<file path="config.mk">
export PLATFORM = sky130hd
export DESIGN_NAME = rx_bit_sampler
export DESIGN_NICKNAME = d
export VERILOG_FILES = /design/src/rtl/rx_bit_sampler.sv
export SDC_FILE = /design/constraint.sdc
export NUM_CORES = 1
export LEC_CHECK = 0
export CORE_MARGIN = 5
export CORE_UTILIZATION = 25
export CTS_CLUSTER_DIAMETER = 200
export DETAILED_ROUTE_END_ITERATION = 8
export HOLD_SLACK_MARGIN = 0.03
export PLACE_DENSITY = 0.42
export REMOVE_ABC_BUFFERS = 1
export SLEW_MARGIN = 20
export SYNTH_ARGS = -nofsm -noshare
export SYNTH_HDL_FRONTEND = slang
export SYNTH_SLANG_ARGS = --single-unit
</file>
<file path="constraint.sdc">
create_clock -name clk -period 4.4 [get_ports clk]
set_input_delay 0.66 -clock clk [delete_from_list [all_inputs] [get_ports clk]]
set_output_delay 0.66 -clock clk [all_outputs]
set_load 0.05 [all_outputs]
</file>
<file path="src/rtl/rx_bit_sampler.sv">
// UART receive oversampling front end: edge/bit counting, 3-sample majority vote per bit.
// Optional input synchroniser enabled by defining RX_SAMPLER_SYNC_EN.
module rx_bit_sampler #(
   parameter int PRESCALE_W = 6,
   parameter int DATA_BITS  = 8
) (
   input  logic                  clk,
   input  logic                  reset,
   input  logic                  enable,
   input  logic                  rx_in,
   input  logic [PRESCALE_W-1:0] prescale,
   input  logic                  par_en,
   output logic [PRESCALE_W-1:0] edge_cnt,
   output logic [3:0]            bit_count,
   output logic                  sample_bit,
   output logic                  sample_valid,
   output logic                  frame_done,
   output logic                  start_glitch
);

   logic [PRESCALE_W-1:0] edge_cnt_reg;
   logic [3:0]            bit_count_reg;
   logic                  sample_bit_reg;
   logic                  sample_valid_reg;
   logic                  frame_done_reg;
   logic                  start_glitch_reg;
   logic                  held_reg;
   logic                  samp_reg [0:2];

   logic                  rx_sync;
   logic                  run;
   logic                  majority;
   logic [PRESCALE_W-1:0] p_eff;
   logic [PRESCALE_W-1:0] p_last;
   logic [PRESCALE_W-1:0] p_half;
   logic [PRESCALE_W-1:0] vote_pt;
   logic [3:0]            last_bit;

`ifdef RX_SAMPLER_SYNC_EN
   logic sync_reg [0:1];

   generate
      for (genvar gi = 0; gi < 2; gi++) begin : g_sync
         if (gi == 0) begin : g_first
            always_ff @(posedge clk) begin
               if (reset) sync_reg[gi] <= 1'b1;
               else       sync_reg[gi] <= rx_in;
            end
         end else begin : g_rest
            always_ff @(posedge clk) begin
               if (reset) sync_reg[gi] <= 1'b1;
               else       sync_reg[gi] <= sync_reg[gi-1];
            end
         end
      end
   endgenerate

   assign rx_sync = sync_reg[1];
`else
   assign rx_sync = rx_in;
`endif

   // Unsupported ratios fall back to 8x oversampling.
   assign p_eff    = (prescale == PRESCALE_W'(16) || prescale == PRESCALE_W'(32)) ?
                     prescale : PRESCALE_W'(8);
   assign p_last   = p_eff - PRESCALE_W'(1);
   assign p_half   = p_eff >> 1;
   assign vote_pt  = p_half + PRESCALE_W'(1);
   assign last_bit = par_en ? 4'(DATA_BITS + 2) : 4'(DATA_BITS + 1);
   assign run      = enable && !held_reg;
   assign majority = (samp_reg[0] & samp_reg[1]) | (samp_reg[0] & samp_reg[2]) |
                     (samp_reg[1] & samp_reg[2]);

   // Three consecutive samples centred on the bit midpoint.
   generate
      for (genvar gi = 0; gi < 3; gi++) begin : g_samp
         always_ff @(posedge clk) begin
            if (reset) begin
               samp_reg[gi] <= 1'b1;
            end else if (run &&
                         edge_cnt_reg == p_half - PRESCALE_W'(2) + PRESCALE_W'(gi)) begin
               samp_reg[gi] <= rx_sync;
            end
         end
      end
   endgenerate

   always_ff @(posedge clk) begin
      if (reset) begin
         edge_cnt_reg     <= '0;
         bit_count_reg    <= '0;
         sample_bit_reg   <= 1'b1;
         sample_valid_reg <= 1'b0;
         frame_done_reg   <= 1'b0;
         start_glitch_reg <= 1'b0;
         held_reg         <= 1'b0;
      end else begin
         sample_valid_reg <= 1'b0;
         frame_done_reg   <= 1'b0;
         start_glitch_reg <= 1'b0;
         if (!enable) begin
            edge_cnt_reg  <= '0;
            bit_count_reg <= '0;
            held_reg      <= 1'b0;
         end else if (!held_reg) begin
            if (edge_cnt_reg == p_last) begin
               edge_cnt_reg  <= '0;
               bit_count_reg <= (bit_count_reg == last_bit) ? 4'd0 : bit_count_reg + 4'd1;
            end else begin
               edge_cnt_reg <= edge_cnt_reg + PRESCALE_W'(1);
            end
            if (edge_cnt_reg == vote_pt) begin
               sample_bit_reg   <= majority;
               sample_valid_reg <= 1'b1;
               // A high start bit is a false start: abort and park until enable re-arms.
               if (bit_count_reg == 4'd0 && majority) begin
                  start_glitch_reg <= 1'b1;
                  held_reg         <= 1'b1;
                  edge_cnt_reg     <= '0;
                  bit_count_reg    <= '0;
               end else if (bit_count_reg == last_bit) begin
                  frame_done_reg <= 1'b1;
               end
            end
         end
      end
   end

   assign edge_cnt     = edge_cnt_reg;
   assign bit_count    = bit_count_reg;
   assign sample_bit   = sample_bit_reg;
   assign sample_valid = sample_valid_reg;
   assign frame_done   = frame_done_reg;
   assign start_glitch = start_glitch_reg;

endmodule

</file>
# == After elaboration in Yosys (flattened, before gate mapping) ==
# Memory sizes are Yosys's and may differ from the RTL's.
# Index checks and enable logic that the tools add are counted.
# totals
register_bits,15
ramBits,3
in_bits,11
output_inout_bits,14
elab_cells,74
memories,1
# op_classes
addsub,7
eq_ne,8
n_mux,28
bitwise_logic,11
n_reduce_logical,12
# memory_table
memory,depth,word_bits,read_ports,rd_ports_with_merged_regs,wr,line_no,text
samp_reg,3,1,3,0,3,28,logic samp_reg [0:2];
# op_table
op,n
equality test 6 bit,5
2-to-1 mux 6 bit,4
2-to-1 mux 1 bit,19
2-to-1 mux 4 bit,4
"adder 6 x 1 -> 6 bit, second input constant",2
"adder 5 x 1 -> 6 bit, second input constant",1
"adder 6 x 2 -> 6 bit, second input constant",1
"equality test 6 x 5 -> 1 bit, second input constant",1
"equality test 6 bit, second input constant",1
"subtractor 5 x 2 -> 6 bit, second input constant",1
"subtractor 6 x 1 -> 6 bit, second input constant",1
logical AND 1 bit,5
OR 1 bit,5
OR reduction 5 bit,1
"adder 4 x 1 -> 4 bit, second input constant",1
equality test 4 bit,1
zero test 4 bit,1
AND 1 bit,3
inverter 1 bit,3
AND reduction 3 bit,1
OR reduction 3 bit,1
2-to-1 mux 2 bit,1
OR reduction 2 bit,1
zero test 1 bit,1
logical OR 1 bit,1

# == Depth between registers and ports, before layout ==
# logic_depth
depth_word,11
ltp_mapped,10
ltp_nobuf,10

# == Worst setup path after synthesis ==
# OpenSTA, ideal clock, no wires.
# synth_timing
path_kind,input -> register
from,in prescale[2]
to,"reg bit_count_reg[0], in the netlist bit_count[0]"
setup_time_ns,0.123
t_arrival_ns,2.948
t_required_ns,4.277
path_slack_ns,1.329
path_stages,10
path_buffers,1
cell_sequence,nor4_2 nand2_1 inv_1 ha_1 clkbuf_1 o21ai_0 xnor3_1 a311oi_4 nand2_2 mux2_1
# synth_between
elab_chain_cells,8
word_cells_on_any_way,11
cone_classes,add/sub (2); eq/ne (4); mux (4); reduce/logical (1)
# synth_rtl
item,line_no,text
start: declaration,11,"input logic [PRESCALE_W-1:0] prescale,"
equality test 6 x 5 -> 1 bit / equality test 6 bit (equally long branches),64,assign p_eff = (prescale == PRESCALE_W'(16) || prescale == PRESCALE_W'(32)) ?
logical OR 1 bit,64,
2-to-1 mux 6 bit *,64,
subtractor 6 x 1 -> 6 bit,66,assign p_last = p_eff - PRESCALE_W'(1);
equality test 6 bit,106,if (edge_cnt_reg == p_last) begin
2-to-1 mux 4 bit,106,
2-to-1 mux 4 bit,116,if (bit_count_reg == 4'd0 && majority) begin
2-to-1 mux 4 bit *,112,if (edge_cnt_reg == vote_pt) begin
end signal: assignment,108,bit_count_reg <= (bit_count_reg == last_bit) ? 4'd0 : bit_count_reg + 4'd1;
end: declaration,22,logic [3:0] bit_count_reg;
# Every way passes the cells marked *; elsewhere a longest branch is shown, timed or not.
# A chain may end at the register's enable or synchronous reset.

# == Final worst setup path ==
# Ends and elaborated chain as after synthesis.

==> flow_metrics.py <==
metrics = {
    "status": {
        "outcome": "finished clean",
    },
    "routing": {
        "dr.pass1.iters": 4,
        "wl_met1_um": 1920,
        "met2_length_um": 1550,
        "met3_length_um": 177,
        "post_drt_wl_per_cell_um": 13.1,
        "vias": 1293,
        "drc": 0,
        "routed_wl_um": 3690,
        "viasPerCell": 4.60,
        "top_layer_used": "met4",
        "drtAntennaViolNets": 0,
        "first_iter_violations": 36,
    },
    "placement": {
        "routabilityCongestion": 0.736,
        "hpwl_um": 2810,
        "placed_area_mm2": 0.00181,
        "io_buffers": 24,
    },
    "timing": {
        "rsz0062_at_grt": "no",
        "relSlewSlack_pct": 53.1,
        "clock_skew_ns": 0.00364,
        "tns_ns": 0,
        "timing.final.crit_share_pct": 74.6,
        "drv_slew": 0,
        "tightest_slew_ns": 0.697,
        "final_hold_viol_count": 0,
        "min_period_ns": 3.28,
        "setup_viol": 0,
        "fmax_mhz": 305,
        "holdWs_ns": 0.485,
    },
    "global_routing": {
        "grt_overflow": 0,
        "grt_pass1_vias": 1297,
        "grt_use_total_pct": 10.6,
        "antenna_found_initial": 0,
        "grt_pass1_wl_um": 6420,
        "grt_max_degree": 19,
    },
    "clocking": {
        "clkSinkCount": 18,
        "clockBufferDepth": 2,
        "cts_setup_buffers": 0,
        "cts_resized": 0,
        "root_buffer": "clkbuf_8",
        "worst_skew_pair.late_latency_ns": 0.25,
        "cts_tree": "yes",
        "cts-htree-levels": 1,
        "postCtsHoldBufs": 0,
        "path_clk_slew_ns": 0.07,
        "numCtsBuffers": 3,
    },
    "setup_path": {
        "start_kind": "input port",
        "critPathMaxStageDelay_ns": 0.51,
        "path_max_fanout": 10,
        "critPathCaptureType": "register",
        "cp_cell_sequence": "clkdlybuf4s50_1, nor4_2, buf_4, nand2_1, inv_1, ha_1, o21ai_0, xnor3_1, a311oi_4, nand2_2, mux2_1",
        "required_ns": 4.54,
        "crit_type": "input port to register",
        "slowest_stage": "a311oi_4",
        "critPathArrivalTime_ns": 3.42,
    },
    "pwr": {
        "seq_power_share_pct": 47.0,
        "p_leak_nw": 0.679,
        "power.switching_uw": 89.8,
        "p_int_uw": 273,
        "swShare_pct": 24.8,
        "ir_drop_mv": 0.0916,
        "p_per_area_mw_per_mm2": 195,
        "power.share.clock_pct": 37.1,
        "power_frac_comb_pct": 15.9,
    },
    "cells_and_area": {
        "fin_nets": 228,
        "post-route-util_pct": 32.0,
        "final_common_cell": "clkdlybuf4s50_1",
        "largest_reg_flops": 6,
        "drive_gt1_share_pct": 6.80,
        "mostFrequentLayoutCells": "24 x clkdlybuf4s50_1, 16 x dfxtp_1, 14 x nand2_1, 14 x nor2_1",
        "insertedDiodeCount": 0,
        "syn2layout_area_growth_pct": 26.4,
        "stdcell_area_mm2": 0.00186,
    },
    "logic_synthesis": {
        "syn-cell-area_mm2": 0.00147,
        "avgSynthCellArea_um2": 8.23,
        "ys_seq_area_share_pct": 25.8,
        "async_flop_share_pct": 0,
        "yosysWarnings": 0,
        "ys_types": 48,
        "syn-instance-count": 179,
        "synth_seq_cells": 18,
        "synth_edf_count": 2,
        "synth-main-ff-cell": "dfxtp_1",
    },
    "die": {
        "die_h_um": 86.8,
        "num_rows": 28,
        "start_util_pct": 25.3,
        "ios": 25,
        "die-area_mm2": 0.00753,
        "coreArea_mm2": 0.00582,
        "die_x_um": 86.8,
    },
    "run": {
        "max-cap-violations": 0,
    },
    "min_path": {
        "hold_path.class": "register to register",
    },
}
==> metrics by stage <==
| step | setup slack, ns | instances | total power, mW |
|---|---|---|---|
| after floorplan | 1.43 | 176 | 0.208 |
| after global placement | 0.876 | 277 | 0.231 |
| after detailed placement | 0.812 | 277 | 0.231 |
| after CTS | 1.09 | 281 | 0.368 |
| after global routing | 0.798 | 281 | 0.385 |
| final | 1.12 | 281 | 0.362 |
==> final cells by class <==
| class | count | area [um2] |
|---|---|---|
| flip-flops and latches | 18 | 380 |
| well taps | 75 | 93.8 |
| repair buffers | 26 | 255 |
| inverters | 6 | 22.5 |
| clock buffers | 4 | 55.1 |
| fillers | 665 | 3950 |
| multi-input cells | 152 | 1060 |
==> critical path: cells and delay by family <==
| kind | cells | cell delay [ns] |
|---|---|---|
| and+or+nand+nor | 3 | 0.53 |
| buffers and inverters | 3 | 0.71 |
| AOI/OAI and AO/OA | 2 | 0.66 |
| muxes | 1 | 0.32 |
| xor gates and xnor gates | 1 | 0.23 |
| adders and majority gates | 1 | 0.31 |
==> power groups by stage <==
stage               registers, mW  clock network, mW  logic, mW
finish                      0.170              0.134     0.0576
global route                0.171              0.150     0.0645
CTS                         0.170              0.141     0.0566
detailed placement          0.174                  0     0.0566
global placement            0.174                  0     0.0567
floorplan                   0.177                  0     0.0315
==> metal layers <==
metal | vias up | global-route usage [%]
li1 | 682 | -
met1 | 583 | 14.9
met2 | 24 | 15.9
met3 | 4 | 2.28
met4 | 0 | 3.40
met5 | - | 0
==> Yosys cell counts (4+ instances only) <==
master | n | area, um2
nand2b_1 | 8 | 50.1
a22o_1 | 4 | 35.0
nand2_1 | 14 | 52.6
o21ai_0 | 6 | 30.0
nor3_1 | 5 | 25.0
nand3_1 | 11 | 55.1
or3_1 | 4 | 25.0
xor2_1 | 5 | 43.8
clkbuf_1 | 9 | 33.8
ha_1 | 10 | 125
o41ai_1 | 4 | 35.0
inv_1 | 6 | 22.5
dfxtp_1 | 16 | 320
a21oi_1 | 5 | 25.0
nor2_1 | 14 | 52.6
and3_1 | 4 | 25.0
xnor2_1 | 7 | 61.3
==> worst paths after layout <==
| path | startpoint | to | slack [ns] | depth (start not counted) |
|---|---|---|---|---|
| worst max-delay path | prescale[2] | bit_count[0] | 1.12 | 11 |
| worst min-delay path | sample_bit | sample_bit | 0.48 | 2 |
| worst max register to register | edge_cnt[3] | edge_cnt[4] | 1.96 | 6 |
| worst min register to register | sample_bit | sample_bit | 0.48 | 2 |
==> cell families (layout without fill, tap and decap cells) <==
logic type,after synthesis,after routing,synth area share (%)
adders and majority gates,11,11,9.17
buffers and inverters,18,36,4.84
and+or+nand+nor,81,81,30.7
xor gates and xnor gates,13,13,8.66
DFF,18,18,25.8
AOI/OAI and AO/OA,31,31,16.7
other,2,11,0.510
muxes,5,5,3.57
(Power assumes the default switching activity.)
